$ cat src/rtl/piso_serializer.sv
// Parallel-in/serial-out transmitter.
// Takes a WIDTH-bit word over a valid/ready handshake and sends it one bit at a
// time on sout. Each bit is held for BIT_CYCLES clocks. A new word can be taken in
// the last cycle of a frame, so back-to-back frames have no gap.
module piso_serializer #(
  parameter int WIDTH      = 8,
  parameter int MSB_FIRST  = 1,
  parameter int BIT_CYCLES = 1
) (
  input  logic             clk,
  input  logic             rst,
  input  logic [WIDTH-1:0] din,
  input  logic             din_valid,
  output logic             din_ready,
  output logic             sout,
  output logic             sout_valid,
  output logic             busy,
  output logic             done
);

  localparam int BW = $clog2(WIDTH);
  localparam int CW = (BIT_CYCLES > 1) ? $clog2(BIT_CYCLES) : 1;
  localparam logic [BW-1:0] BIT_LAST = BW'(WIDTH - 1);
  localparam logic [CW-1:0] CYC_LAST = CW'(BIT_CYCLES - 1);

  typedef enum logic [0:0] {
    IDLE  = 1'b0,
    SHIFT = 1'b1
  } state_t;

  state_t           state;
  logic [WIDTH-1:0] shreg;
  logic [BW-1:0]    bit_cnt;
  logic [CW-1:0]    cyc_cnt;
  logic             bit_end;
  logic             frame_end;

  // Frame boundary decode, taken from state and counters only
  always_comb begin
    bit_end   = (cyc_cnt == CYC_LAST);
    frame_end = (state == SHIFT) && (bit_cnt == BIT_LAST) && bit_end;
  end

  // din_ready does not depend on din_valid. Only IDLE or the last frame cycle may accept.
  assign din_ready = (state == IDLE) || frame_end;
  assign done      = frame_end;

  // shreg is all zero whenever the block is idle, so sout reads 0 there without a mux.
  assign sout       = (MSB_FIRST != 0) ? shreg[WIDTH-1] : shreg[0];
  assign sout_valid = (state == SHIFT);
  assign busy       = sout_valid;

  // Control FSM, shift register and bit/cycle counters
  always_ff @(posedge clk) begin
    if (rst) begin
      state   <= IDLE;
      shreg   <= '0;
      bit_cnt <= '0;
      cyc_cnt <= '0;
    end else begin
      case (state)
        IDLE: begin
          if (din_valid) begin
            shreg   <= din;
            bit_cnt <= '0;
            cyc_cnt <= '0;
            state   <= SHIFT;
          end
        end
        SHIFT: begin
          if (bit_end) begin
            cyc_cnt <= '0;
            if (bit_cnt == BIT_LAST) begin
              bit_cnt <= '0;
              if (din_valid) begin
                shreg <= din;
              end else begin
                shreg <= '0;
                state <= IDLE;
              end
            end else begin
              bit_cnt <= bit_cnt + 1'b1;
              if (MSB_FIRST != 0) begin
                shreg <= {shreg[WIDTH-2:0], 1'b0};
              end else begin
                shreg <= {1'b0, shreg[WIDTH-1:1]};
              end
            end
          end else begin
            cyc_cnt <= cyc_cnt + 1'b1;
          end
        end
        default: begin
          state   <= IDLE;
          shreg   <= '0;
          bit_cnt <= '0;
          cyc_cnt <= '0;
        end
      endcase
    end
  end

endmodule
$ cat config.mk
export PLATFORM = sky130hd
export DESIGN_NAME = piso_serializer
export DESIGN_NICKNAME = d
export VERILOG_FILES = /design/src/rtl/piso_serializer.sv
export SDC_FILE = /design/constraint.sdc
export NUM_CORES = 1
export LEC_CHECK = 0
export ABC_AREA = 1
export BUFFER_PORTS_ARGS = -buffer_cell sky130_fd_sc_hd__buf_4
export CORE_MARGIN = 10
export CORE_UTILIZATION = 44
export CTS_CLUSTER_SIZE = 16
export DETAILED_ROUTE_END_ITERATION = 16
export PLACE_DENSITY = 0.71
export SLEW_MARGIN = 20
export SYNTH_ARGS = -nofsm -noshare
export SYNTH_HDL_FRONTEND = slang
export SYNTH_SLANG_ARGS = --single-unit
export TNS_END_PERCENT = 10
$ cat constraint.sdc
create_clock -name clk -period 1.2 [get_ports clk]
set_clock_uncertainty 0.15 [all_clocks]
set_input_delay 0.18 -clock clk [delete_from_list [all_inputs] [get_ports clk]]
set_output_delay 0.18 -clock clk [all_outputs]
set_load 0.005 [all_outputs]
# Yosys cells after proc, flatten, opt, wreduce, memory -nomap -nowiden
# Cells that the tools add are included.
[word_totals]
input_bits = 11
out_inout_bits = 5
regBits = 13
elab_cells = 31
[classes]
bitwise_logic = 2
n_eq_ne = 3
n_reduce_logical = 4
addsub = 2
n_mux = 16
[op_table]
columns = ["cell", "count"]
rows = [
  ["8-bit two-way mux", 4],
  ["8-bit one-hot mux with 2 select lines", 1],
  ["3-bit two-way mux", 3],
  ["3-bit one-hot mux with 2 select lines", 1],
  ["1-bit two-way mux", 5],
  ["2-bit != test, second input constant", 2],
  ["1-bit one-hot mux with 2 select lines", 2],
  ["3-bit by 1-bit adder with 3-bit output, second input constant", 1],
  ["3-bit == test, second input constant", 1],
  ["1-bit logical AND", 2],
  ["1-bit NOT", 2],
  ["2-bit AND reduction", 1],
  ["1-bit adder, second input constant", 1],
  ["1-bit logical OR", 1],
]

# Logic depth before layout (Yosys ltp)
# Gate-level depths: netlist of run 1.
[logic_depth]
ltp_word = 4
depth_mapped = 7
depth_no_buf = 7

# Worst setup path before layout of run 1
# Ideal clock, no wire load.
[synth_path]
kind = "register to register"
startpoint = "register bit_cnt[0]"
endpoint = "register shreg[7]"
period_less_slack_ns = 1.300
arrival_time_ns = 1.036
stages_incl_launch_ff = 7
required_time_ns = 0.935
path_slack_ns = -0.100
setup_ns = 0.115
n_path_buf = 0
cell_sequence = "dfxtp_1 ha_1 ha_1 nand2_1 a21oi_1 nor2_1 nor2_1"
[synth_between]
elab_chain_len = 4
[synth_lines]
columns = ["element", "line", "rtl"]
rows = [
  ["start, declared", "33", "logic [BW-1:0] bit_cnt;"],
  ["start signal, assigned", "82", "bit_cnt <= bit_cnt + 1'b1;"],
  ["3-bit == test", "73", "if (bit_cnt == BIT_LAST) begin"],
  ["8-bit two-way mux", "73", ""],
  ["8-bit two-way mux", "71", "if (bit_end) begin"],
  ["8-bit one-hot mux with 2 select lines", "61", "case (state)"],
  ["end signal, assigned", "64", "shreg <= din;"],
  ["end signal, assigned", "76", "shreg <= din;"],
  ["end signal, assigned", "84", "shreg <= {shreg[WIDTH-2:0], 1'b0};"],
  ["end, declared", "32", "logic [WIDTH-1:0] shreg;"],
]
# No other way between the ends. The select of a mux whose other input is x is not followed.
# A chain may end at the register's enable or synchronous reset.

# Worst setup path after layout of run 1
[layout_path]
startpoint = "register bit_cnt[1]"
endpoint = "output port din_ready"
[layout_between]
elab_chain_len = 4
[layout_lines]
columns = ["element", "line", "rtl"]
rows = [
  ["3-bit == test", "41", "frame_end = (state == SHIFT) && (bit_cnt == BIT_LAST) && bit_end;"],
  ["1-bit logical AND (2 in a row)", "41", ""],
  ["1-bit logical OR", "45", "assign din_ready = (state == IDLE) || frame_end;"],
  ["end, declared", "14", "output logic din_ready,"],
]
# No other way between the ends.

==> results of run 1 <==
==> worst min-delay path: stages <==
cell     delay, ns
buf_4         0.11
nand3_2       0.07
a21oi_2       0.04
==> final timing paths <==
path                                         endpoint  slack, ns                    start
worst max register to register  shreg[3]$_SDFFE_PP0P_      -0.21  bit_cnt[1]$_SDFFE_PP0P_
worst max-delay path                        din_ready      -0.31  bit_cnt[1]$_SDFFE_PP0P_
worst min-delay path            shreg[0]$_SDFFE_PP0P_       0.01                   din[0]
worst min register to register  shreg[0]$_SDFFE_PP0P_       0.33    shreg[0]$_SDFFE_PP0P_
==> per-layer routing <==
layer  global-route usage, %  vias up
li1                        -      331
met1                   12.59      285
met2                   17.64       20
met3                   2.614        5
met4                   5.034        0
met5                       0        -
==> power groups by stage <==
stage / Combinational, mW / Sequential (mW) / Clock [mW]
2_1_floorplan: 0.109 / 0.451 / 0
3_3_place_gp: 0.155 / 0.452 / 0
3_5_place_dp: 0.159 / 0.453 / 0
4_1_cts: 0.182 / 0.448 / 0.335
5_1_grt: 0.211 / 0.452 / 0.354
6_report: 0.188 / 0.449 / 0.334
==> stage by stage <==
stage | TNS [ns] | setup slack, ns | hold slack, ns | util, %
final | -2.765 | -0.3143 | 0.01054 | 67.73
after global routing | -3.455 | -0.3417 | 0.01178 | 67.73
after CTS | -2.366 | -0.2835 | 0.01768 | 66.79
after detailed placement | -0.8834 | -0.1131 | 0.2319 | 56.85
after global placement | -0.5511 | -0.07401 | 0.2252 | 56.85
after floorplan | 0 | 0.001330 | 0.09907 | -
==> kinds of logic after synthesis <==
logic type	after synthesis	share of synthesized area [%]
flip-flops	12	37.57
AO/OA/AOI/OAI	20	15.65
adder cells (fa/ha/maj)	3	5.871
AND/OR/NAND/NOR	39	25.64
buffers and inverters	18	15.26
==> state kept, by name, summed over array words and instances, names as in the netlist <==
name     flops
shreg        8
bit_cnt      3
busy         1
==> cell usage in the layout (no fill, tap or decap) <==
cell type,n
o21ai_0,1
clkbuf_4,3
a21oi_2,4
inv_1,10
buf_4,16
dfxtp_1,9
inv_6,1
nand3_2,1
dfxtp_2,3
ha_4,3
a21oi_1,8
inv_2,3
o21ai_1,7
nand2_1,13
nand3_1,7
nand2_4,1
nor2_1,14
nand2_2,2
clkbuf_8,1
buf_6,4
dlygate4sd3_1,1
nor2_4,1
==> cell type report <==
type                    instances  area [um^2]
multi-input cells              62        371.6
inverters                      14        57.56
fillers                       115        430.4
clock buffers                   4        36.28
flip-flops and latches         12        244.0
well taps                      15        18.77
repair buffers                 21        175.2
==> timing repair <==
action,in CTS,in global routing
cloned,0,0
gates resized for setup,17,5
hold buffers,1,0
setup endpoints to repair,14,15
pin swaps,3,3
hold endpoints to repair,4,0
buffers inserted,3,0
==> impl_metrics.json, run 1 <==
{
  "slew-limit-headroom_pct": 83.01,
  "violations": "setup timing",
  "htreeDepth": 1,
  "setup_slack_ns": -0.3143,
  "ys_seq_area_share_pct": 37.57,
  "drv_cap": 0,
  "slew_violations": 0,
  "total_power_mw": 0.9717,
  "antenna_found_initial": 0,
  "met3WireLength_um": 78,
  "insertion_delay_ns": 0.28,
  "diodes": 0,
  "crit_path_max_fanout": 2,
  "rows": 13,
  "wl_met2_um": 844,
  "syn_inst": 92,
  "combPwrFrac_pct": 19.4,
  "power.share.sequential_pct": 46.2,
  "leakage_nw": 0.4351,
  "synth.most_common_cell": "nand2_1",
  "overflow": 0,
  "tritoncts": "done",
  "dp.cells": 120,
  "detailedRoute.firstPassIterationCount": 4,
  "die_h_um": 58.12,
  "crit_cells": 5,
  "critPathRequiredTime_ns": 0.87,
  "wl_per_cell_um": 13.62,
  "grt_max_degree": 21,
  "initial_core_util_pct": 47.94,
  "cp_num_buf_inv": 2,
  "cellPowerDensity_nw_per_um2": 1076,
  "hpwl_mm": 1.047,
  "synth_ff_type": "dfxtp_1",
  "detail-route-antenna-nets": 0,
  "fin_area_um2": 903.4,
  "top_layer_used": "met4",
  "rsz0062_at_grt": "true",
  "setup_viol": 14,
  "path_clk_slew_ns": 0.08,
  "synth_top_cells_by_count": "nand2_1, nor2_1, inv_1",
  "criticalPathCategory": "flip-flop to output pin",
  "stdcell_count": 128,
  "synth_area_leader_cell": "dfxtp_1",
  "timing.fmax_mhz": 660.4,
  "synth.area.top_cells": "dfxtp_1, a21oi_1, nand2_1",
  "syn-cell-area_um2": 639.4,
  "io_pins": 16,
  "vias": 641,
  "p_int_mw": 0.7073,
  "drc_errors": 0,
  "synthesis.nets": 106,
  "ir_worst_vdd_mv": 0.5537,
  "synth_top_area_share_pct": 37.57,
  "worstPathCellList": "ha_4 > ha_4 > inv_2 > nand2_2 > buf_6",
  "drtIter0Drc": 21,
  "placed_cell_area_um2": 758.2,
  "yosysWarnings": 0,
  "area_growth_pct": 41.29,
  "min_period_ns": 1.514,
  "layout.nets": 128,
  "cts_buffer_depth": 2,
  "async_flop_share_pct": 0,
  "grtUsageTotal_pct": 10.70,
  "hp-class": "primary input to flip-flop",
  "p_switching_mw": 0.2643,
  "critPathSlowestCell": "dfxtp_2",
  "cts-root-buf": "clkbuf_4",
  "die_area_um2": 3378,
  "grt_pass1_vias": 623,
  "critPathTopFamily": "flip-flops",
  "drive_above_1_share_pct": 38.05,
  "r2r_cells": 7,
  "status": "finished, violations left",
  "min_path_cells": 3,
  "p_clk_share_pct": 34.4,
  "ys_types": 14,
  "met1Wirelength_um": 785,
  "viasPerCell": 5.008,
  "cts_buffers": 3,
  "grt_pass1_wl_mm": 2.863,
  "ys_ff_latch": 12,
  "max_stage_delay_ns": 0.35,
  "crit_path_end_kind": "output pin",
  "startpoint_type": "flip-flop",
  "worst_pin_slew_ns": 0.2545,
  "die_w_um": 58.12,
  "clock_sinks": 12,
  "arrival_ns": 1.18,
  "gp_congestion": 0.7570,
  "avgSynthCellArea_um2": 6.950,
  "hold_viol_final": 0,
  "port_buffers": 15,
  "crit_top_cell": "ha_4",
  "p_sw_share_pct": 27.20,
  "synth_edf_count": 0,
  "drt_wl_total_mm": 1.743,
  "core_area_um2": 1334,
  "period_share_pct": 126.2
}
No activity file was read; power rests on OpenSTA's default activity.
==> run 2, diff against run 1 <==
--- a/config.mk
+++ b/config.mk
@@ -8,10 +8,11 @@
 export ABC_AREA = 1
 export BUFFER_PORTS_ARGS = -buffer_cell sky130_fd_sc_hd__buf_4
 export CORE_MARGIN = 10
-export CORE_UTILIZATION = 44
+export CORE_UTILIZATION = 48
+export CTS_BUF_LIST = sky130_fd_sc_hd__clkbuf_8
 export CTS_CLUSTER_SIZE = 16
 export DETAILED_ROUTE_END_ITERATION = 16
-export PLACE_DENSITY = 0.71
+export PLACE_DENSITY = 0.76
 export SLEW_MARGIN = 20
 export SYNTH_ARGS = -nofsm -noshare
 export SYNTH_HDL_FRONTEND = slang
==> run 2 against run 1 <==
Compared with the run above:
- non-clock buffer count is 1 higher
- largest cell class unchanged
- sequential power about the same
- critical endpoint unchanged
- routed wire length shrank 11%
- clock-buffer cell count unchanged
- total power up 12%
- core utilization up 5.4 points
- flip-flop and latch count stayed put
- setup slack improved by 0.086 ns
- the run still ends with setup timing left
==> impl_metrics.json, run 2 (synthesis gave the netlist of run 1 again) <==
{
  "r2r_cells": 7,
  "status": "finished, violations left",
  "crit_path_end_kind": "output pin",
  "drv_cap": 0,
  "min_period_ns": 1.428,
  "port_buffers": 15,
  "hold_viol_final": 0,
  "layout.nets": 129,
  "critPathRequiredTime_ns": 0.87,
  "worstHoldStart": "din[0]",
  "fill_cells": 104,
  "cts-root-buf": "clkbuf_8",
  "wl_per_cell_um": 12.06,
  "hp-class": "primary input to flip-flop",
  "grtUsageTotal_pct": 9.888,
  "area_growth_pct": 46.97,
  "core_area_um2": 1285,
  "antenna_found_initial": 0,
  "min_path_cells": 3,
  "drc_errors": 0,
  "met2_usage_pct": 14.11,
  "path_clk_slew_ns": 0.05,
  "insertion_delay_ns": 0.24,
  "io_pins": 16,
  "holdPathEnd": "shreg[0]$_SDFFE_PP0P_",
  "setup_tns_ns": -1.939,
  "worst_pin_slew_ns": 0.2205,
  "p_switching_mw": 0.2680,
  "setup_viol": 14,
  "p_int_mw": 0.8186,
  "drive_above_1_share_pct": 37.72,
  "top_usage_layer": "met2",
  "arrival_ns": 1.10,
  "crit_path_max_fanout": 2,
  "gp_congestion": 0.7196,
  "clock_sinks": 12,
  "diodes": 0,
  "drt_wl_total_mm": 1.556,
  "startpoint_type": "flip-flop",
  "tritoncts": "done",
  "drtIter0Drc": 12,
  "htreeDepth": 1,
  "hpwl_mm": 1.014,
  "grt_max_degree": 16,
  "rsz0062_at_grt": "true",
  "ir_worst_vdd_mv": 0.7881,
  "rows": 13,
  "power.share.sequential_pct": 41.3,
  "die_area_um2": 3192,
  "viasPerCell": 4.915,
  "regMostFlops": "shreg",
  "detailedRoute.firstPassIterationCount": 4,
  "r2r_slack_ns": -0.17,
  "timing.fmax_mhz": 700.2,
  "met1_usage_pct": 12.08,
  "overflow": 0,
  "slew_violations": 0,
  "die_w_um": 56.50,
  "mostFrequentLayoutCells": "buf_4, nor2_1, nand2_1",
  "grt_pass1_wl_mm": 2.587,
  "cts_buffer_depth": 2,
  "r2r_end": "shreg[7]$_SDFFE_PP0P_",
  "period_share_pct": 119.0,
  "p_sw_share_pct": 24.67,
  "grtUsageMet3_pct": 4.270,
  "layout.cells.most_common": "buf_4",
  "vias": 634,
  "r2r_start": "bit_cnt[1]$_SDFFE_PP0P_",
  "combPwrFrac_pct": 17.6,
  "setup_slack_ns": -0.2282,
  "detail-route-antenna-nets": 0,
  "slew-limit-headroom_pct": 85.15,
  "criticalPathCategory": "flip-flop to output pin",
  "initial_core_util_pct": 49.76,
  "violations": "setup timing",
  "cts_buffers": 3,
  "largest_register_ffs": 8,
  "grt_pass1_vias": 595,
  "leakage_nw": 0.4516,
  "die_h_um": 56.50,
  "p_clk_share_pct": 41.1,
  "holdWs_ns": 0.06372,
  "cellPowerDensity_nw_per_um2": 1156
}
## run 2: worst max path at each step
stage / start / endpoint / slack [ns] / depth (start not counted)
5_1_grt: bit_cnt[0]$_SDFFE_PP0P_ / din_ready / -0.26 / 5
3_5_place_dp: bit_cnt[0]$_SDFFE_PP0P_ / shreg[5]$_SDFFE_PP0P_ / -0.08 / 7
3_3_place_gp: bit_cnt[1]$_SDFFE_PP0P_ / shreg[2]$_SDFFE_PP0P_ / -0.06 / 7
6_report: bit_cnt[1]$_SDFFE_PP0P_ / din_ready / -0.23 / 5
2_1_floorplan: bit_cnt[0]$_SDFFE_PP0P_ / shreg[7]$_SDFFE_PP0P_ / 0.001 / 6
4_1_cts: bit_cnt[1]$_SDFFE_PP0P_ / done / -0.24 / 5
## run 2: power groups by stage
stage          Clock [mW]  Sequential [mW]  Combinational [mW]
4_1_cts             0.459            0.449               0.183
3_3_place_gp            0            0.453               0.157
5_1_grt             0.471            0.452               0.216
6_report            0.446            0.449               0.191
2_1_floorplan           0            0.451               0.109
3_5_place_dp            0            0.454               0.159
## run 2: metal layers
metal | share of wire [%] | vias up
met2 | 46 | 22
met4 | 1.4 | 0
li1 | - | 335
met3 | 7.4 | 4
met1 | 45 | 273
met5 | 0 | -
## run 2: per-stage QoR
stage | utilization [%] | power, mW | setup WS, ns | cells | cell area, um^2
final | 73.13 | 1.087 | -0.2282 | 129 | 939.7
after global routing | 73.13 | 1.140 | -0.2603 | 129 | 939.7
after CTS | 71.57 | 1.090 | -0.2439 | 128 | 919.6
after floorplan | - | 0.5599 | 0.001330 | 92 | 656.9
after global placement | 59.59 | 0.6093 | -0.06371 | 121 | 765.7
after detailed placement | 59.59 | 0.6133 | -0.08308 | 121 | 765.7
## run 2: area by class of cell
cell class | count | area [um^2] | area share [%]
multi-input combinational | 62 | 367.9 | 39.15
sequential | 12 | 246.5 | 26.23
timing repair buffer | 22 | 193.9 | 20.64
inverter | 14 | 57.56 | 6.125
clock buffer | 4 | 55.05 | 5.859
tap | 15 | 18.77 | 1.997
## run 2: repair_timing
action,CTS,global route
pin swaps,2,4
buffers inserted,2,1
endpoints found under the setup margin,13,15
hold endpoints to repair,4,0
gates resized for setup,20,5
hold buffers,1,0
## run 2: worst max-delay path: stages (launching register included)
cell	delay, ns
dfxtp_2	0.33
ha_4	0.17
ha_4	0.15
inv_2	0.04
nand2_2	0.05
buf_6	0.11
